===== src/rtl/memlcd_scan_ctrl.sv =====
// Scan-timing controller for parallel-RGB memory LCDs: VCOM/VA/VB generation and the
// gate/source waveforms, fed by a valid/ready pixel stream, with line-window partial updates.
module memlcd_scan_ctrl #(
    parameter  int H_PIX      = 240,
    parameter  int V_LINES    = 240,
    parameter  int BPC        = 1,
    parameter  int BCK_DIV    = 4,
    parameter  int GEN_HALVES = 2,
    parameter  int VCOM_DIV   = 833333,
    localparam int LW         = (V_LINES > 1) ? $clog2(V_LINES) : 1,
    localparam int PW         = 6 * BPC
) (
    input  logic          i_clk,
    input  logic          i_reset_n,
    input  logic          i_start,
    input  logic [LW-1:0] i_first_line,
    input  logic [LW-1:0] i_last_line,
    input  logic          i_abort,
    input  logic [PW-1:0] i_pix_data,
    input  logic          i_pix_valid,
    output logic          o_pix_ready,
    output logic          o_busy,
    output logic          o_done,
    output logic          o_err,
    output logic [LW-1:0] o_line,
    output logic          o_va,
    output logic          o_vb,
    output logic          o_vcom,
    output logic          o_gsp,
    output logic          o_gck,
    output logic          o_gen,
    output logic          o_bsp,
    output logic          o_bck,
    output logic [PW-1:0] o_rgb
);

    localparam int WORDS   = H_PIX / 2;
    localparam int WW      = $clog2(WORDS + 1);
    localparam int GEN_CYC = GEN_HALVES * BCK_DIV;
    localparam int CMAX    = (GEN_CYC > BCK_DIV) ? GEN_CYC : BCK_DIV;
    localparam int CW      = $clog2(CMAX + 1);
    localparam int VW      = $clog2(VCOM_DIV + 1);

    localparam logic [LW:0]   VL        = (LW+1)'(V_LINES);
    localparam logic [LW-1:0] LAST_LINE = LW'(V_LINES - 1);
    localparam logic [WW-1:0] LAST_WORD = WW'(WORDS - 1);
    localparam logic [CW-1:0] HALF_END  = CW'(BCK_DIV - 1);
    localparam logic [CW-1:0] GEN_END   = CW'(GEN_CYC - 1);
    localparam logic [VW-1:0] VCOM_END  = VW'(VCOM_DIV - 1);

    typedef enum logic [2:0] {
        S_IDLE, S_GSP, S_FETCH, S_HOLD, S_GEN, S_GCK, S_DONE
    } state_t;

    state_t        state_q, state_d;
    logic [CW-1:0] cnt_q, cnt_d;
    logic [WW-1:0] word_q, word_d;
    logic [LW-1:0] line_q, line_d;
    logic [LW-1:0] first_q, first_d;
    logic [LW-1:0] last_q, last_d;
    logic [LW-1:0] next_line;
    logic [PW-1:0] rgb_q, rgb_d;
    logic          gsp_q, gsp_d, gck_q, gck_d, gen_q, gen_d;
    logic          bsp_q, bsp_d, bck_q, bck_d;
    logic          ready_q, ready_d, busy_q, busy_d, done_q, done_d, err_q, err_d;
    logic [VW-1:0] vcnt_q;
    logic          vcom_q, va_q, vb_q;

    function automatic logic in_window(input logic [LW-1:0] l, input logic [LW-1:0] f,
                                       input logic [LW-1:0] t);
        return (l >= f) && (l <= t);
    endfunction

    // Common drive runs freely; neither the FSM nor abort touches it.
    always_ff @(posedge i_clk or negedge i_reset_n) begin
        if (!i_reset_n) begin
            vcnt_q <= '0;
            vcom_q <= 1'b0;
            va_q   <= 1'b1;
            vb_q   <= 1'b0;
        end else if (vcnt_q == VCOM_END) begin
            vcnt_q <= '0;
            vcom_q <= ~vcom_q;
            va_q   <= vcom_q;
            vb_q   <= ~vcom_q;
        end else begin
            vcnt_q <= vcnt_q + VW'(1);
        end
    end

    always_comb begin
        state_d   = state_q;
        cnt_d     = cnt_q;
        word_d    = word_q;
        line_d    = line_q;
        first_d   = first_q;
        last_d    = last_q;
        rgb_d     = rgb_q;
        gsp_d     = gsp_q;
        gck_d     = gck_q;
        gen_d     = gen_q;
        bsp_d     = bsp_q;
        bck_d     = bck_q;
        err_d     = 1'b0;
        next_line = line_q + LW'(1);

        case (state_q)
            S_IDLE: begin
                if (i_start) begin
                    if ((i_first_line <= i_last_line) && ({1'b0, i_last_line} < VL)) begin
                        first_d = i_first_line;
                        last_d  = i_last_line;
                        line_d  = '0;
                        cnt_d   = '0;
                        gsp_d   = 1'b1;
                        state_d = S_GSP;
                    end else begin
                        err_d = 1'b1;
                    end
                end
            end
            S_GSP: begin
                cnt_d = cnt_q + CW'(1);
                if (cnt_q == HALF_END) begin
                    cnt_d = '0;
                    if (in_window('0, first_q, last_q)) begin
                        word_d  = '0;
                        state_d = S_FETCH;
                    end else begin
                        gck_d   = ~gck_q;
                        state_d = S_GCK;
                    end
                end
            end
            S_FETCH: begin
                if (i_pix_valid) begin
                    rgb_d = i_pix_data;
                    if (word_q == '0) bsp_d = 1'b1;
                    cnt_d   = '0;
                    state_d = S_HOLD;
                end
            end
            S_HOLD: begin
                cnt_d = cnt_q + CW'(1);
                if (cnt_q == HALF_END) begin
                    cnt_d = '0;
                    bck_d = ~bck_q;
                    bsp_d = 1'b0;
                    if (word_q == LAST_WORD) begin
                        gen_d   = 1'b1;
                        state_d = S_GEN;
                    end else begin
                        word_d  = word_q + WW'(1);
                        state_d = S_FETCH;
                    end
                end
            end
            S_GEN: begin
                cnt_d = cnt_q + CW'(1);
                if (cnt_q == GEN_END) begin
                    cnt_d   = '0;
                    gen_d   = 1'b0;
                    gck_d   = ~gck_q;
                    state_d = S_GCK;
                end
            end
            S_GCK: begin
                cnt_d = cnt_q + CW'(1);
                if (cnt_q == HALF_END) begin
                    cnt_d = '0;
                    if (line_q == '0) gsp_d = 1'b0;
                    if (line_q == LAST_LINE) begin
                        state_d = S_DONE;
                    end else begin
                        line_d = next_line;
                        if (in_window(next_line, first_q, last_q)) begin
                            word_d  = '0;
                            state_d = S_FETCH;
                        end else begin
                            // Skipped lines still clock the gate shift register.
                            gck_d = ~gck_q;
                        end
                    end
                end
            end
            S_DONE:  state_d = S_IDLE;
            default: state_d = S_IDLE;
        endcase

        // Abort drops the active strobes but leaves the clock levels where they are.
        if (i_abort && (state_q != S_IDLE)) begin
            state_d = S_IDLE;
            cnt_d   = '0;
            gsp_d   = 1'b0;
            gen_d   = 1'b0;
            bsp_d   = 1'b0;
            gck_d   = gck_q;
            bck_d   = bck_q;
        end

        ready_d = (state_d == S_FETCH);
        busy_d  = (state_d != S_IDLE) && (state_d != S_DONE);
        done_d  = (state_d == S_DONE);
    end

    always_ff @(posedge i_clk or negedge i_reset_n) begin
        if (!i_reset_n) begin
            state_q <= S_IDLE;
            cnt_q   <= '0;
            word_q  <= '0;
            line_q  <= '0;
            first_q <= '0;
            last_q  <= '0;
            rgb_q   <= '0;
            gsp_q   <= 1'b0;
            gck_q   <= 1'b0;
            gen_q   <= 1'b0;
            bsp_q   <= 1'b0;
            bck_q   <= 1'b0;
            ready_q <= 1'b0;
            busy_q  <= 1'b0;
            done_q  <= 1'b0;
            err_q   <= 1'b0;
        end else begin
            state_q <= state_d;
            cnt_q   <= cnt_d;
            word_q  <= word_d;
            line_q  <= line_d;
            first_q <= first_d;
            last_q  <= last_d;
            rgb_q   <= rgb_d;
            gsp_q   <= gsp_d;
            gck_q   <= gck_d;
            gen_q   <= gen_d;
            bsp_q   <= bsp_d;
            bck_q   <= bck_d;
            ready_q <= ready_d;
            busy_q  <= busy_d;
            done_q  <= done_d;
            err_q   <= err_d;
        end
    end

    assign o_pix_ready = ready_q;
    assign o_busy      = busy_q;
    assign o_done      = done_q;
    assign o_err       = err_q;
    assign o_line      = line_q;
    assign o_va        = va_q;
    assign o_vb        = vb_q;
    assign o_vcom      = vcom_q;
    assign o_gsp       = gsp_q;
    assign o_gck       = gck_q;
    assign o_gen       = gen_q;
    assign o_bsp       = bsp_q;
    assign o_bck       = bck_q;
    assign o_rgb       = rgb_q;

endmodule


===== config.mk =====
export PLATFORM = sky130hd
export DESIGN_NAME = memlcd_scan_ctrl
export DESIGN_NICKNAME = d
export VERILOG_FILES = /design/src/rtl/memlcd_scan_ctrl.sv
export SDC_FILE = /design/constraint.sdc
export NUM_CORES = 1
export LEC_CHECK = 0
export CAP_MARGIN = 10
export CORE_MARGIN = 4
export CORE_UTILIZATION = 50
export CTS_CLUSTER_DIAMETER = 100
export DETAILED_ROUTE_END_ITERATION = 16
export GPL_TIMING_DRIVEN = 0
export PLACE_DENSITY = 0.73
export SLEW_MARGIN = 30
export SYNTH_ARGS = -nofsm -noshare
export SYNTH_HDL_FRONTEND = slang
export SYNTH_SLANG_ARGS = --single-unit

===== constraint.sdc =====
create_clock -name i_clk -period 4.1 [get_ports i_clk]
set_input_delay 0.82 -clock i_clk [delete_from_list [all_inputs] [get_ports i_clk]]
set_output_delay 0.82 -clock i_clk [all_outputs]
set_load 0.1 [all_outputs]

==> summary.md, run 1 <==
| Metric | Value |
|---|---|
| Synth warn | `0` |
| Status | `finished, final reports clean` |
| Max-cap violations | `0` |
| Filler cell count | `727` |
| Via count | `3560` |
| Path type of the worst min-delay path | `in2async` |
| Vias in the first global route | `3613` |
| CTS sink count | `75` |
| Synthesized area | `0.00428 mm^2` |
| Layout Utilization | `62.6%` |
| Dpl cells | `624` |
| Post-synth top area share | `43.3%` |
| R2R Setup Slk | `0.36 ns` |
| Synthesized Nets | `525` |
| DP Wirelength | `7230 um` |
| Worst relative slew slack | `33.2%` |
| Total CTS buffers | `9` |
| Mapped Cells | `467` |
| Seq cells post-synth | `75` |
| Initial DRC Count | `232` |
| Fmax | `267 MHz` |
| Clock Pin Slew Worst Setup and Hold Paths | `0.08 ns` |
| Final Skew | `0.00794 ns` |
| First-pass GRT wire length | `16600 um` |
| Final Cell Area | `0.00517 mm^2` |
| RSZ-0062 raised after global routing | `no` |
| Crit Path Class | `reg2reg` |
| CTS Buffer Depth | `2` |
| Hold-fix buffers, CTS | `0` |
| Cell area after placement | `0.00495 mm^2` |
| Worst R2R End | `word_q[6]` |
| Grt ovf | `0` |
| Rows | `33` |
| Die width | `100 um` |
| Arr. time, crit path | `3.99 ns` |
| Sw Share | `44.6%` |
| Final setup fails | `0` |
| Share of layout cells above drive strength 1 | `6.54%` |
| Top cells by count, synth | `74 x dfrtp_1, 49 x nand2_1, 40 x nor2_1` |
| GRT Total Usage | `20.5%` |
| Reg power frac | `32.9%` |
| Port Buffer Count | `51` |
| Max-slew violations | `0` |
| Post-CTS Setup Inserts | `0` |
| Final Hold Viols | `0` |
| CP Launch Type | `flip-flop` |
| Die Y | `100 um` |
| Synth top area cells | `dfrtp_1 43%, ha_1 9.1%, nand2_1 4.3%` |
| Core area | `0.00826 mm^2` |
| Multi-input logic area | `0.00220 mm^2` |
| Cell variety after synth | `53` |
| Switch Pwr | `1.35 mW` |
| Final net count | `588` |
| Area leader, netlist | `dfrtp_1` |
| Average instance area after synthesis | `9.15 um^2` |
| CTS tree | `done` |
| Worst-Skew Late Latency | `0.35 ns` |
| Sequential-to-total area share from yosys stat | `43.9%` |
| Logic pwr share | `46.3%` |
| WL final | `9620 um` |
| Antenna Cells | `0` |
| Number of synthesized flops with an enable pin | `0` |
| Static Leak | `2.29 nW` |
| DR WL/cell | `15.0 um` |
| Async set-or-reset flop fraction in the synthesized netlist | `100%` |
| Worst R2R Path Depth | `12` |
| CP Max Fanout | `9` |
| Power, Total | `3.02 mW` |
| Setup WS post-layout | `0.360 ns` |
| Final ANT Viol Nets | `0` |
| Initial antenna violation count | `0` |
| Worst-Margin Slew | `0.999 ns` |
| VDD IR max | `0.350 mV` |
| Reg2reg start | `o_line[0]` |
| Htree depth | `3` |
| Non-filler cells, final | `640` |
| Top-count cell post-synth | `dfrtp_1` |
| Part of the cycle the worst path needs | `91.2%` |
| Largest net degree at the start of global routing | `47` |
| Root Driver | `clkbuf_8` |
| Initial core utilization | `51.8%` |
| Final GP Congestion | `0.877` |
| Full die area | `0.0101 mm^2` |
| # IOs | `53` |
| CP endpoint kind | `flip-flop` |
| FF+latch area | `0.00188 mm^2` |
| Critical path launch point | `o_line[0]` |
| Area growth, synth to finish | `20.9%` |
| Drt pass-1 iters | `5` |
| P per Cell Area | `584 mW/mm^2` |
| DP Worst Slack | `0.284 ns` |
| Drt via density | `5.56` |
| Crit path time final | `3.74 ns` |
| DRC | `0` |
| P_int | `1.67 mW` |
| Clk pwr share | `20.8%` |
| Required @ worst endpoint | `4.35 ns` |
| Top FF cell, synth | `dfrtp_1` |
[worst max-delay path by stage]
stage                end  slack (ns)  depth (start not counted)
3_5_place_dp   word_q[6]        0.28                         12
5_1_grt        word_q[6]        0.01                         13
6_report       word_q[6]        0.36                         12
2_1_floorplan  word_q[6]        0.03                         12
3_3_place_gp    cnt_q[1]       -0.38                          1
4_1_cts        word_q[6]        0.27                         12
[power groups by stage]
stage | logic [mW] | registers [mW] | clock network, mW
2_1_floorplan | 0.595 | 1.43 | 0
3_3_place_gp | 1.35 | 1.00 | 0
3_5_place_dp | 1.39 | 1.01 | 0
4_1_cts | 1.40 | 0.995 | 0.641
5_1_grt | 1.53 | 1.02 | 0.671
6_report | 1.40 | 0.995 | 0.628
[layout make-up]
cell class	count	area share, %
Clock buffer	9	2.40
Multi-Input combinational cell	337	42.5
Sequential cell	75	36.3
Tap cell	105	2.54
Timing Repair Buffer	52	10.4
Inverter	39	2.83
Clock inverter	7	1.77
Buffer	16	1.26
[worst max-delay path: stages (launching register included)]
cell	delay [ns]
dfrtp_1	0.50
ha_1	0.30
nand3_2	0.17
nor2_1	0.17
xor2_1	0.29
ha_1	0.19
nand3_1	0.07
a221o_1	0.27
a221o_1	0.43
a2111o_1	0.58
or2_0	0.24
buf_2	0.16
o41ai_2	0.27
[repair_timing]
item                       in CTS  in global routing
setup endpoints to repair       0                  1
hold endpoints to repair        0                  0
gates resized for setup         0                  1
[cell usage in the layout (no fill, tap or decap), types with 3 or more instances in the layout]
| cell | instances |
|---|---|
| a21o_1 | 3 |
| a21oi_1 | 19 |
| and2_1 | 5 |
| and3_1 | 6 |
| clkbuf_1 | 14 |
| clkbuf_8 | 9 |
| clkdlybuf4s50_1 | 50 |
| clkinv_2 | 3 |
| dfrtp_1 | 74 |
| ha_1 | 31 |
| inv_1 | 39 |
| mux2_2 | 10 |
| mux2i_1 | 3 |
| nand2_1 | 49 |
| nand2b_1 | 3 |
| nand3_1 | 20 |
| nand4_1 | 12 |
| nand4b_1 | 4 |
| nor2_1 | 40 |
| nor2b_1 | 8 |
| nor3_1 | 11 |
| nor4_1 | 4 |
| o21ai_0 | 35 |
| o21ai_1 | 5 |
| o31ai_1 | 8 |
| xnor2_1 | 13 |
| xor2_1 | 13 |
[flip-flops by register name, indices dropped and copies added, names as in the netlist, 3 cells and up]
| register | flops |
|---|---|
| vcnt_q | 20 |
| word_q | 7 |
| state_q | 3 |
| first_q | 8 |
| cnt_q | 4 |
| last_q | 8 |
| o_line | 8 |
| o_rgb | 6 |
[stage by stage]
step                      TNS (ns)  hold slack [ns]
after CTS                        0            0.396
after global placement      -28.01            0.461
final                            0            0.388
after detailed placement         0            0.470
after global routing             0            0.416
after floorplan                  0            0.452
[metal layers]
metal / routed length, um / GRT usage, % / vias up / part of all wire (%)
li1: - / - / 1758 / -
met3: 441 / 3.11 / 15 / 4.6
met5: 0 / 0 / - / 0
met2: 4560 / 33.5 / 92 / 47
met4: 167 / 7.25 / 0 / 1.7
met1: 4450 / 27.7 / 1695 / 46
[cells by family after synthesis]
family          after synthesis  synth area share (%)
compound gates               94                  13.7
xor+xnor                     26                  5.33
fa+ha+maj                    31                  9.07
buf+inv                      55                  4.95
flops                        75                  43.9
mux                          13                  3.34
simple gates                173                  19.7
Power figures use the tool's default switching activity.
==> run 2, diff against run 1 <==
--- a/config.mk
+++ b/config.mk
@@ -5,13 +5,14 @@
 export SDC_FILE = /design/constraint.sdc
 export NUM_CORES = 1
 export LEC_CHECK = 0
+export ABC_AREA = 1
 export CAP_MARGIN = 10
 export CORE_MARGIN = 4
 export CORE_UTILIZATION = 50
 export CTS_CLUSTER_DIAMETER = 100
 export DETAILED_ROUTE_END_ITERATION = 16
 export GPL_TIMING_DRIVEN = 0
-export PLACE_DENSITY = 0.73
+export PLACE_DENSITY = 0.72
 export SLEW_MARGIN = 30
 export SYNTH_ARGS = -nofsm -noshare
 export SYNTH_HDL_FRONTEND = slang
==> run 2 against run 1 <==
Sequential share of layout area is 2.4 points lower. Maximum frequency grew 23%. Design area rose by 7.0%. Clock power is 5.3% lower. Synthesized area grew 8.8%. Sequential cell count is the same. Count of clock-buffer cells in the layout increased by 2. Hold slack better by 0.0063 ns. Wire length up 6.1%. Via count up 13%. Critical path type unchanged.
==> summary.md, run 2 <==
| Metric | Value |
|---|---|
| CTS sink count | `75` |
| Dpl cells | `754` |
| Fmax | `328 MHz` |
| Reg2reg start | `o_line[0]` |
| Final setup fails | `0` |
| CTS Buffer Depth | `2` |
| Most flops, register | `vcnt_q` |
| Final Hold Viols | `0` |
| # IOs | `53` |
| Mapped Cells | `593` |
| Max-slew violations | `0` |
| DP Wirelength | `8000 um` |
| CP endpoint kind | `flip-flop` |
| Total CTS buffers | `9` |
| Required @ worst endpoint | `4.35 ns` |
| Initial core utilization | `52.3%` |
| Commonest non-fill, non-tap cells in the layout | `146 x nand2_1, 85 x inv_1, 74 x dfrtp_1` |
| Area leader, netlist | `dfrtp_1` |
| CP Max Fanout | `7` |
| Arr. time, crit path | `3.30 ns` |
| Synthesized area | `0.00465 mm^2` |
| Initial DRC Count | `163` |
| Final GP Congestion | `0.897` |
| Clock Pin Slew Worst Setup and Hold Paths | `0.08 ns` |
| Drt pass-1 iters | `4` |
| Full die area | `0.0109 mm^2` |
| Final ANT Viol Nets | `0` |
| GRT Total Usage | `19.4%` |
| Non-filler cells, final | `770` |
| Critical path launch point | `o_line[0]` |
| Top-count cell post-synth | `nand2_1` |
| Final net count | `715` |
| Hold-fix buffers, CTS | `0` |
| Top cells by count, synth | `146 x nand2_1, 85 x inv_1, 74 x dfrtp_1` |
| Root Driver | `clkbuf_8` |
| Area share of fa/ha/maj cells after synthesis | `8.34%` |
| Final Cell Area | `0.00553 mm^2` |
| Average instance area after synthesis | `7.84 um^2` |
| Path type of the worst min-delay path | `in2async` |
| Top FF cell, synth | `dfrtp_1` |
| Grt ovf | `0` |
| Drt via density | `5.23` |
| Htree depth | `3` |
| WL final | `10200 um` |
| Layout Utilization | `62.2%` |
| Crit path time final | `3.05 ns` |
| Filler cell count | `803` |
| Worst R2R End | `o_busy` |
| Part of the cycle the worst path needs | `74.4%` |
| Number of gates resized after CTS | `0` |
| RSZ-0062 raised after global routing | `no` |
| CP Launch Type | `flip-flop` |
| First-pass GRT wire length | `17500 um` |
| Async set-or-reset flop fraction in the synthesized netlist | `100%` |
| Area fraction in compound gates after synthesis | `9.93%` |
| Area growth, synth to finish | `19.0%` |
| XOR/XNOR Fraction of Synth Area | `3.77%` |
| Static Leak | `2.71 nW` |
| Worst Setup EP | `o_busy` |
| Worst relative slew slack | `34.0%` |
| Status | `finished, final reports clean` |
| Sequential-to-total area share from yosys stat | `40.4%` |
| Commonest non-fill, non-tap cell in the layout | `nand2_1` |
| Antenna Cells | `0` |
| Worst R2R Path Depth | `17` |
| Seq cells post-synth | `75` |
| Max-cap violations | `0` |
| Power, Total | `3.26 mW` |
| Cell area after placement | `0.00533 mm^2` |
| Vias in the first global route | `3900` |
| Synth warn | `0` |
| Simple-Gate Fraction of Synth Area | `28.7%` |
| P per Cell Area | `588 mW/mm^2` |
| Crit Path Class | `reg2reg` |
| Final Skew | `0.00937 ns` |
| Share of layout cells above drive strength 1 | `10.9%` |
| Port Buffer Count | `52` |
| Largest family of logic cells by synthesized area | `simple AND/OR/NAND/NOR gates` |
| Synthesized Nets | `651` |
| Post-CTS Setup Inserts | `0` |
| Die Y | `104 um` |
| Cell variety after synth | `47` |
| Rows | `34` |
| Multiplexer share of the synthesized area | `0%` |
| Number of synthesized flops with an enable pin | `0` |
| Initial antenna violation count | `0` |
| Worst-Skew Late Latency | `0.36 ns` |
| Post-synth top area share | `39.8%` |
| Via count | `4026` |
| Max reg flops | `20` |
| Synth top area cells | `dfrtp_1 40%, nand2_1 12%, ha_1 8.3%` |
| R2R Setup Slk | `1.05 ns` |
| CTS tree | `done` |
| Setup TNS | `0 ns` |
| VDD IR max | `0.317 mV` |
| Core area | `0.00889 mm^2` |
| DR WL/cell | `13.3 um` |
| Largest net degree at the start of global routing | `45` |
| Die width | `104 um` |
| Worst-Margin Slew | `0.987 ns` |
| DRC | `0` |
run 2: cell types whose count changed in the layout (fill, tap and decap cells not counted), moves of 6 or more:
cell | before | now
inv_2 | 0 | 9
nor2_1 | 40 | 48
nand2_2 | 0 | 6
inv_1 | 39 | 85
nand2_1 | 49 | 146
xnor2_1 | 13 | 6
nand3_1 | 20 | 29
nor2b_1 | 8 | 0
nor2_2 | 0 | 8
clkbuf_1 | 14 | 2
mux2_2 | 10 | 0
o31ai_1 | 8 | 2
o21ai_2 | 0 | 6
run 2: layer usage:
layer / track usage (%) / share of wire, %
met5: 0 / 0
met4: 6.84 / 2.2
met3: 5.15 / 4.7
met2: 33.0 / 48
met1: 23.7 / 45
run 2: power breakdown:
part	internal [mW]	switching [mW]
clock	0.301	0.294
sequential	0.913	0.125
combinational	0.469	1.15
total	1.68	1.57
run 2: cell type report:
class                      instances  area [um^2]  share of cell area (%)
multi-input combinational        416         2360                    42.6
inverter                          97          373                    6.74
clock buffer                      11          141                    2.55
timing repair buffer              53          546                    9.86
tap                              108          135                    2.44
clock inverter                     5         61.3                    1.11
sequential                        75         1880                    33.9
buffer                             5         41.3                   0.746
run 2: stage by stage:
stage / hold WS, ns / worst slack [ns]
6_report: 0.394 / 1.05
5_1_grt: 0.405 / 0.518
4_1_cts: 0.392 / 1.01
3_5_place_dp: 0.461 / 0.952
3_3_place_gp: 0.447 / -0.403
2_1_floorplan: 0.432 / 0.831
run 2: kinds of logic after synthesis:
logic type                 Yosys count
xor gates and xnor gates            20
AOI/OAI and AO/OA                   75
DFF                                 75
buffers and inverters              102
adders and majority gates           31
and+or+nand+nor                    290
run 2: critical path, stage by stage, from the launching register on:
cell	delay (ns)
dfrtp_1	0.47
inv_1	0.09
nor3_1	0.29
nand3_1	0.18
nor3_1	0.20
xor2_1	0.31
ha_1	0.32
nand2_1	0.06
inv_1	0.03
nor2_1	0.09
o21a_1	0.13
nand2_1	0.05
nand2_1	0.11
nand3_1	0.16
a21oi_4	0.20
nand3_2	0.11
nand2_1	0.07
nand2_1	0.07
run 2: how the worst min path moves through the flow:
stage / from / end / slack [ns] / cells past startpoint
3_5_place_dp: o_rgb[5] / o_rgb[5] / 0.46 / 2
2_1_floorplan: vcnt_q[0] / vcnt_q[0] / 0.43 / 1
3_3_place_gp: vcnt_q[0] / vcnt_q[0] / 0.45 / 1
5_1_grt: i_reset_n / vcnt_q[13] / 0.41 / 1
6_report: i_reset_n / vcnt_q[13] / 0.39 / 1
4_1_cts: i_reset_n / vcnt_q[13] / 0.39 / 1
